--- src/rtl/seg7_shift_ctrl.sv ---
// Serialises one segment frame into an external shift-register chain and
// pulses the storage latch; back-to-back requests are queued as one pending frame.
module seg7_shift_ctrl #(
    parameter int DIV   = 2,
    parameter int NBITS = 64
) (
    input  logic             clk,
    input  logic             rst_n,
    input  logic             start,
    input  logic [NBITS-1:0] seg_data,
    output logic             seg_clk,
    output logic             seg_dout,
    output logic             seg_latch,
    output logic             busy,
    output logic             done,
    output logic [1:0]       state_dbg
);

    typedef enum logic [1:0] {
        IDLE  = 2'd0,
        SHIFT = 2'd1,
        LATCH = 2'd2,
        DONE  = 2'd3
    } state_t;

    localparam int            BW       = (NBITS > 1) ? $clog2(NBITS) : 1;
    localparam logic [7:0]    DIV_LAST = 8'(DIV - 1);
    localparam logic [BW-1:0] BIT_LAST = BW'(NBITS - 1);

    state_t           state, state_nxt;
    logic [NBITS-1:0] shreg, shreg_nxt, shreg_sh;
    logic [7:0]       div_cnt, div_nxt;
    logic [BW-1:0]    bit_cnt, bit_nxt;
    logic             clk_nxt, dout_nxt, latch_nxt, busy_nxt, done_nxt;
    logic             pending, pend_nxt;
    logic             load;

    assign shreg_sh  = shreg << 1;
    assign state_dbg = state;

    always_ff @(posedge clk or negedge rst_n) begin
        if (!rst_n) begin
            state     <= IDLE;
            shreg     <= '0;
            div_cnt   <= '0;
            bit_cnt   <= '0;
            seg_clk   <= 1'b0;
            seg_dout  <= 1'b0;
            seg_latch <= 1'b0;
            busy      <= 1'b0;
            done      <= 1'b0;
            pending   <= 1'b0;
        end else begin
            state     <= state_nxt;
            shreg     <= shreg_nxt;
            div_cnt   <= div_nxt;
            bit_cnt   <= bit_nxt;
            seg_clk   <= clk_nxt;
            seg_dout  <= dout_nxt;
            seg_latch <= latch_nxt;
            busy      <= busy_nxt;
            done      <= done_nxt;
            pending   <= pend_nxt;
        end
    end

    always_comb begin
        state_nxt = state;
        shreg_nxt = shreg;
        div_nxt   = div_cnt;
        bit_nxt   = bit_cnt;
        clk_nxt   = seg_clk;
        dout_nxt  = seg_dout;
        latch_nxt = 1'b0;
        done_nxt  = 1'b0;
        pend_nxt  = pending;
        load      = 1'b0;

        case (state)
            IDLE: begin
                if (start) load = 1'b1;
            end
            SHIFT: begin
                if (start) pend_nxt = 1'b1;
                if (div_cnt == DIV_LAST) begin
                    div_nxt = '0;
                    if (!seg_clk) begin
                        clk_nxt = 1'b1;
                    end else begin
                        // End of a high phase: the only point where data may move.
                        clk_nxt = 1'b0;
                        if (bit_cnt == BIT_LAST) begin
                            state_nxt = LATCH;
                            latch_nxt = 1'b1;
                        end else begin
                            shreg_nxt = shreg_sh;
                            dout_nxt  = shreg_sh[NBITS-1];
                            bit_nxt   = bit_cnt + 1'b1;
                        end
                    end
                end else begin
                    div_nxt = div_cnt + 8'd1;
                end
            end
            LATCH: begin
                if (start) pend_nxt = 1'b1;
                latch_nxt = 1'b1;
                if (div_cnt == DIV_LAST) begin
                    div_nxt   = '0;
                    latch_nxt = 1'b0;
                    done_nxt  = 1'b1;
                    state_nxt = DONE;
                end else begin
                    div_nxt = div_cnt + 8'd1;
                end
            end
            DONE: begin
                if (pending || start) load = 1'b1;
                else state_nxt = IDLE;
            end
            default: state_nxt = IDLE;
        endcase

        // A new frame always starts from a clean low phase on bit 0.
        if (load) begin
            state_nxt = SHIFT;
            shreg_nxt = seg_data;
            dout_nxt  = seg_data[NBITS-1];
            clk_nxt   = 1'b0;
            div_nxt   = '0;
            bit_nxt   = '0;
            pend_nxt  = 1'b0;
        end

        busy_nxt = (state_nxt != IDLE);
    end

endmodule

--- config.mk ---
export PLATFORM = sky130hd
export DESIGN_NAME = seg7_shift_ctrl
export DESIGN_NICKNAME = d
export VERILOG_FILES = /design/src/rtl/seg7_shift_ctrl.sv
export SDC_FILE = /design/constraint.sdc
export NUM_CORES = 1
export LEC_CHECK = 0
export BUFFER_PORTS_ARGS = -buffer_cell sky130_fd_sc_hd__buf_4
export CAP_MARGIN = 40
export CORE_UTILIZATION = 35
export DETAILED_ROUTE_END_ITERATION = 10
export HOLD_SLACK_MARGIN = 0.08
export SLEW_MARGIN = 20
export SYNTH_ARGS = -nofsm -noshare
export SYNTH_HDL_FRONTEND = slang
export SYNTH_SLANG_ARGS = --single-unit
--- constraint.sdc ---
create_clock -name clk -period 3.7 [get_ports clk]
set_clock_uncertainty 0.15 [all_clocks]
set_input_delay 0.185 -clock clk [delete_from_list [all_inputs] [get_ports clk]]
set_output_delay 0.185 -clock clk [all_outputs]
set_load 0.05 [all_outputs]
==> results.txt <==
----------------------------------------------------
[Clock network]
  Post-CTS clock slew at the launch and capture registers of the worst setup and hold paths ... about 0.06 ns
  CTS tree ... yes
  Maximum clock path buffer count ... 2
  Clock tree root buffer cell ... sky130_fd_sc_hd__clkbuf_16
  Clk_lat worst skew ... approximately 0.34 ns
  Inserted Clock Buffers ... 9
  Deepest level of the CTS H-tree ... 3
  Clk sinks ... 85
  Total of cells resized after clock tree synthesis ... 0

[Pwr]
  Cell internal power dissipation ... about 2800 uW
  Share of power burned in the clock network ... 22.1%
  Leakage power total ... roughly 0.0027 uW
  Worst supply voltage drop on vdd ... between 400 and 500 uV
  Logic pwr share ... roughly 44%
  Pwr per Cell Area ... 799 nW/um^2
  Switching power ... ~1900 uW
  Flop pwr share ... roughly a third
  Fraction of power spent switching nets ... about two fifths

[Critical path]
  Kind of launch point of the worst setup path ... flip-flop
  Highest cell delay on the worst timing path ... 0.73 ns
  R2R setup slack ... ~0.87 ns
  Worst setup endpoint ... bit_cnt[3]
  Endpoint of the worst register-to-register path ... bit_cnt[3]
  CP Capture Type ... flip-flop
  Endpoint required time on the critical path ... roughly 3.7 ns
  Count of cells along the worst register-to-register path ... 7
  Slowest cell on the critical path ... sky130_fd_sc_hd__a2111o_2
  Worst-path cell chain ... inv_1 > ha_1 > or4b_4 > a2111o_2 > buf_4 > o21ai_0 > a21oi_1
  Worst Path Arrival ... around 2.9 ns
  Worst setup path category ... reg2reg
  RR Startpoint ... div_cnt[1]
  Maximum fanout count along the critical path ... 41
  Beginning of the critical path ... div_cnt[1]

[Floorplan]
  Count of standard-cell rows ... 39
  Area inside the core boundary ... about 11000 um^2
  I/O pin total ... 74
  Vertical die dimension ... roughly 110 um
  Starting utilization of the core area ... between 30% and 40%
  Die outline area ... roughly 12000 um^2
  DIE WIDTH ... 111 um

[Layout]
  Area growth from synthesis to final layout ... 41.1%
  Final cell utilization of the core ... roughly half
  Fraction of layout cells with a size suffix above 1 ... around 18%
  Antenna Diode Count ... 0
  Number of nets in the layout ... roughly 700
  Most common cell after layout, fill and taps aside ... sky130_fd_sc_hd__dfrtp_1
  Highest-count cells in the layout ignoring fill and taps ... sky130_fd_sc_hd__dfrtp_1, sky130_fd_sc_hd__buf_4, sky130_fd_sc_hd__nand2_1, sky130_fd_sc_hd__a21oi_1, sky130_fd_sc_hd__nor2_1

[Global route]
  Total gr overflow ... 0
  Wire length of the first global-routing pass ... between 15000 and 20000 um
  Pin count of the biggest net entering global routing ... 65
  Antenna violations before repair ... 0
  Number of global-route vias before repair ... between 3000 and 4000
  All-Layer GR Usage ... 18.0%

[Drt]
  First-pass detailed-route iteration total ... 5
  Detailed Route WL ... between 10000 and 15000 um
  Vias post-DR ... 3956
  Via/cell ratio ... 5.25
  Post-route antenna net violation count ... 0
  DR iter-0 viols ... roughly 200
  Post-DR wirelength/cell ... 13.9 um
  Drc violations ... 0

[STA]
  Unrepaired setup endpoints after global routing ... no
  Final setup TNS ... 0 ns
  Final worst path period need ... around 2.8 ns
  Final number of hold-violating endpoints ... 0
  Max transition margin ... 54.3%
  Least setup slack across all paths after layout ... 0.868 ns
  Fmax ... approximately 0.35 GHz
  Max-slew violation count ... 0
  Final period util ... 76.5%
  Worst Max-Slew Pin Slew ... approximately 0.68 ns
  Setup violation total in the final timing report ... 0

[Synth]
  Async set-or-reset flop fraction in the synthesized netlist ... 100%
  Post-Syn Area ... about 4100 um^2
  Post-synth EDFFs ... 0
  Average instance area after synthesis ... ~8.6 um^2
  Flop and latch count out of synthesis ... between 80 and 90
  Yosys top cell area share ... around half
  Post-synth cell types ... 33
  Most used flip-flop cell after synthesis ... sky130_fd_sc_hd__dfrtp_1
  Post-synth net total ... ~560
  Mapped Cells ... just under 500
  Area leader, netlist ... sky130_fd_sc_hd__dfrtp_1
  Sequential cell area fraction in the yosys report ... 51.5%
  Most area-consuming cells after synthesis ... sky130_fd_sc_hd__dfrtp_1, sky130_fd_sc_hd__a31oi_1, sky130_fd_sc_hd__a21oi_1, sky130_fd_sc_hd__nand2_1, sky130_fd_sc_hd__nor2_1
  Number of warnings printed during yosys synthesis ... 0

[Worst hold path]
  Path type of the worst min-delay path ... in2async

[Outcome]
  Result of the run ... finished clean

[Placement]
  Post-placement worst setup slack ... just under 0.9 ns
  HPWL after detailed placement ... around 6300 um
  Routability-driven placement congestion ratio ... about 0.79
  # port buffers ... between 70 and 80

[Job]
  Number of max-cap violations ... 0

----------------------------------------------------
[layer usage]
layer	wire [um]	GRT usage [%]	vias to the layer above
met5	0	0	-
met4	119	5.07	0
met3	456	3.18	10
met2	4970	30.2	106
met1	4920	23.9	1896
li1	-	-	1944
[metrics by stage]
stage / instance area, um^2 / power, uW / hold slack, ns / cells
floorplan: 4130 / 3060 / -0.261 / 481
detailed placement: 4790 / 3580 / 0.176 / 669
finish: 5830 / 4650 / 0.0741 / 753
global placement: 4790 / 3520 / 0.167 / 669
CTS: 5790 / 4680 / 0.350 / 751
global route: 5830 / 5050 / 0.0922 / 753
[power groups by stage]
stage / Combinational [uW] / Sequential [uW] / Clock (uW)
floorplan: 1430 / 1630 / 0
global placement: 1940 / 1580 / 0
detailed placement: 1990 / 1590 / 0
CTS: 2050 / 1580 / 1050
global route: 2330 / 1640 / 1080
finish: 2040 / 1580 / 1030
[worst max-delay path, delay by kind of cell (launching register included)]
family,cells,cell delay (ns)
AO/OA/AOI/OAI,3,1.02
adder cells (fa/ha/maj),1,0.15
buffers and inverters,2,0.47
flip-flops,1,0.41
AND/OR/NAND/NOR,1,0.50
[registers in the layout (all words and copies together), names as in the netlist, 2 cells and up]
| register | count |
|---|---|
| shreg | 63 |
| state_dbg | 2 |
| div_cnt | 8 |
| bit_cnt | 6 |
[kinds of logic (layout without fill, tap and decap cells)]
family,count (synthesis),in the layout,share of synthesized area [%]
fa+ha+maj,8,8,2.42
compound gates,159,159,22.5
buf+inv,42,171,4.03
mux,3,3,0.727
xor+xnor,3,3,0.636
flops,85,85,51.5
simple gates,181,181,18.2
[cell type report]
cell class                      instances  area, um^2
Fill cell                            1074        5640
Multi-Input combinational cell        354        1850
Tap cell                              143         179
Clock buffer                           13         280
Clock inverter                          3        65.1
Inverter                                6        22.5
Sequential cell                        85        2130
Timing Repair Buffer                  149        1300
[timing repair]
item / CTS / global route
hold buffers: 66 / 0
setup buffers: 0 / 0
endpoints found under the hold margin: 127 / 0
[Yosys cell counts (2+ instances only)]
library cell,number
sky130_fd_sc_hd__clkbuf_1,29
sky130_fd_sc_hd__o21a_1,2
sky130_fd_sc_hd__mux2i_1,3
sky130_fd_sc_hd__a21oi_1,74
sky130_fd_sc_hd__inv_1,6
sky130_fd_sc_hd__nand3_1,12
sky130_fd_sc_hd__nor2_1,71
sky130_fd_sc_hd__nand2_1,78
sky130_fd_sc_hd__or3_1,8
sky130_fd_sc_hd__buf_2,7
sky130_fd_sc_hd__dfrtp_1,85
sky130_fd_sc_hd__o21ai_0,8
sky130_fd_sc_hd__nor3_1,3
sky130_fd_sc_hd__xor2_1,3
sky130_fd_sc_hd__and2_1,3
sky130_fd_sc_hd__a31oi_1,63
sky130_fd_sc_hd__and3_1,3
sky130_fd_sc_hd__ha_1,8
[worst min path at each step]
stage | startpoint | end | slack [ns] | cells after the start
4_1_cts | rst_n | shreg[53] | 0.35 | 2
5_1_grt | rst_n | shreg[54] | 0.09 | 2
3_3_place_gp | rst_n | shreg[53] | 0.17 | 1
2_1_floorplan | rst_n | bit_cnt[0] | -0.26 | 0
3_5_place_dp | rst_n | shreg[53] | 0.18 | 1
6_report | rst_n | shreg[54] | 0.07 | 2
Note: power is estimated with default switching activity, not from simulation.
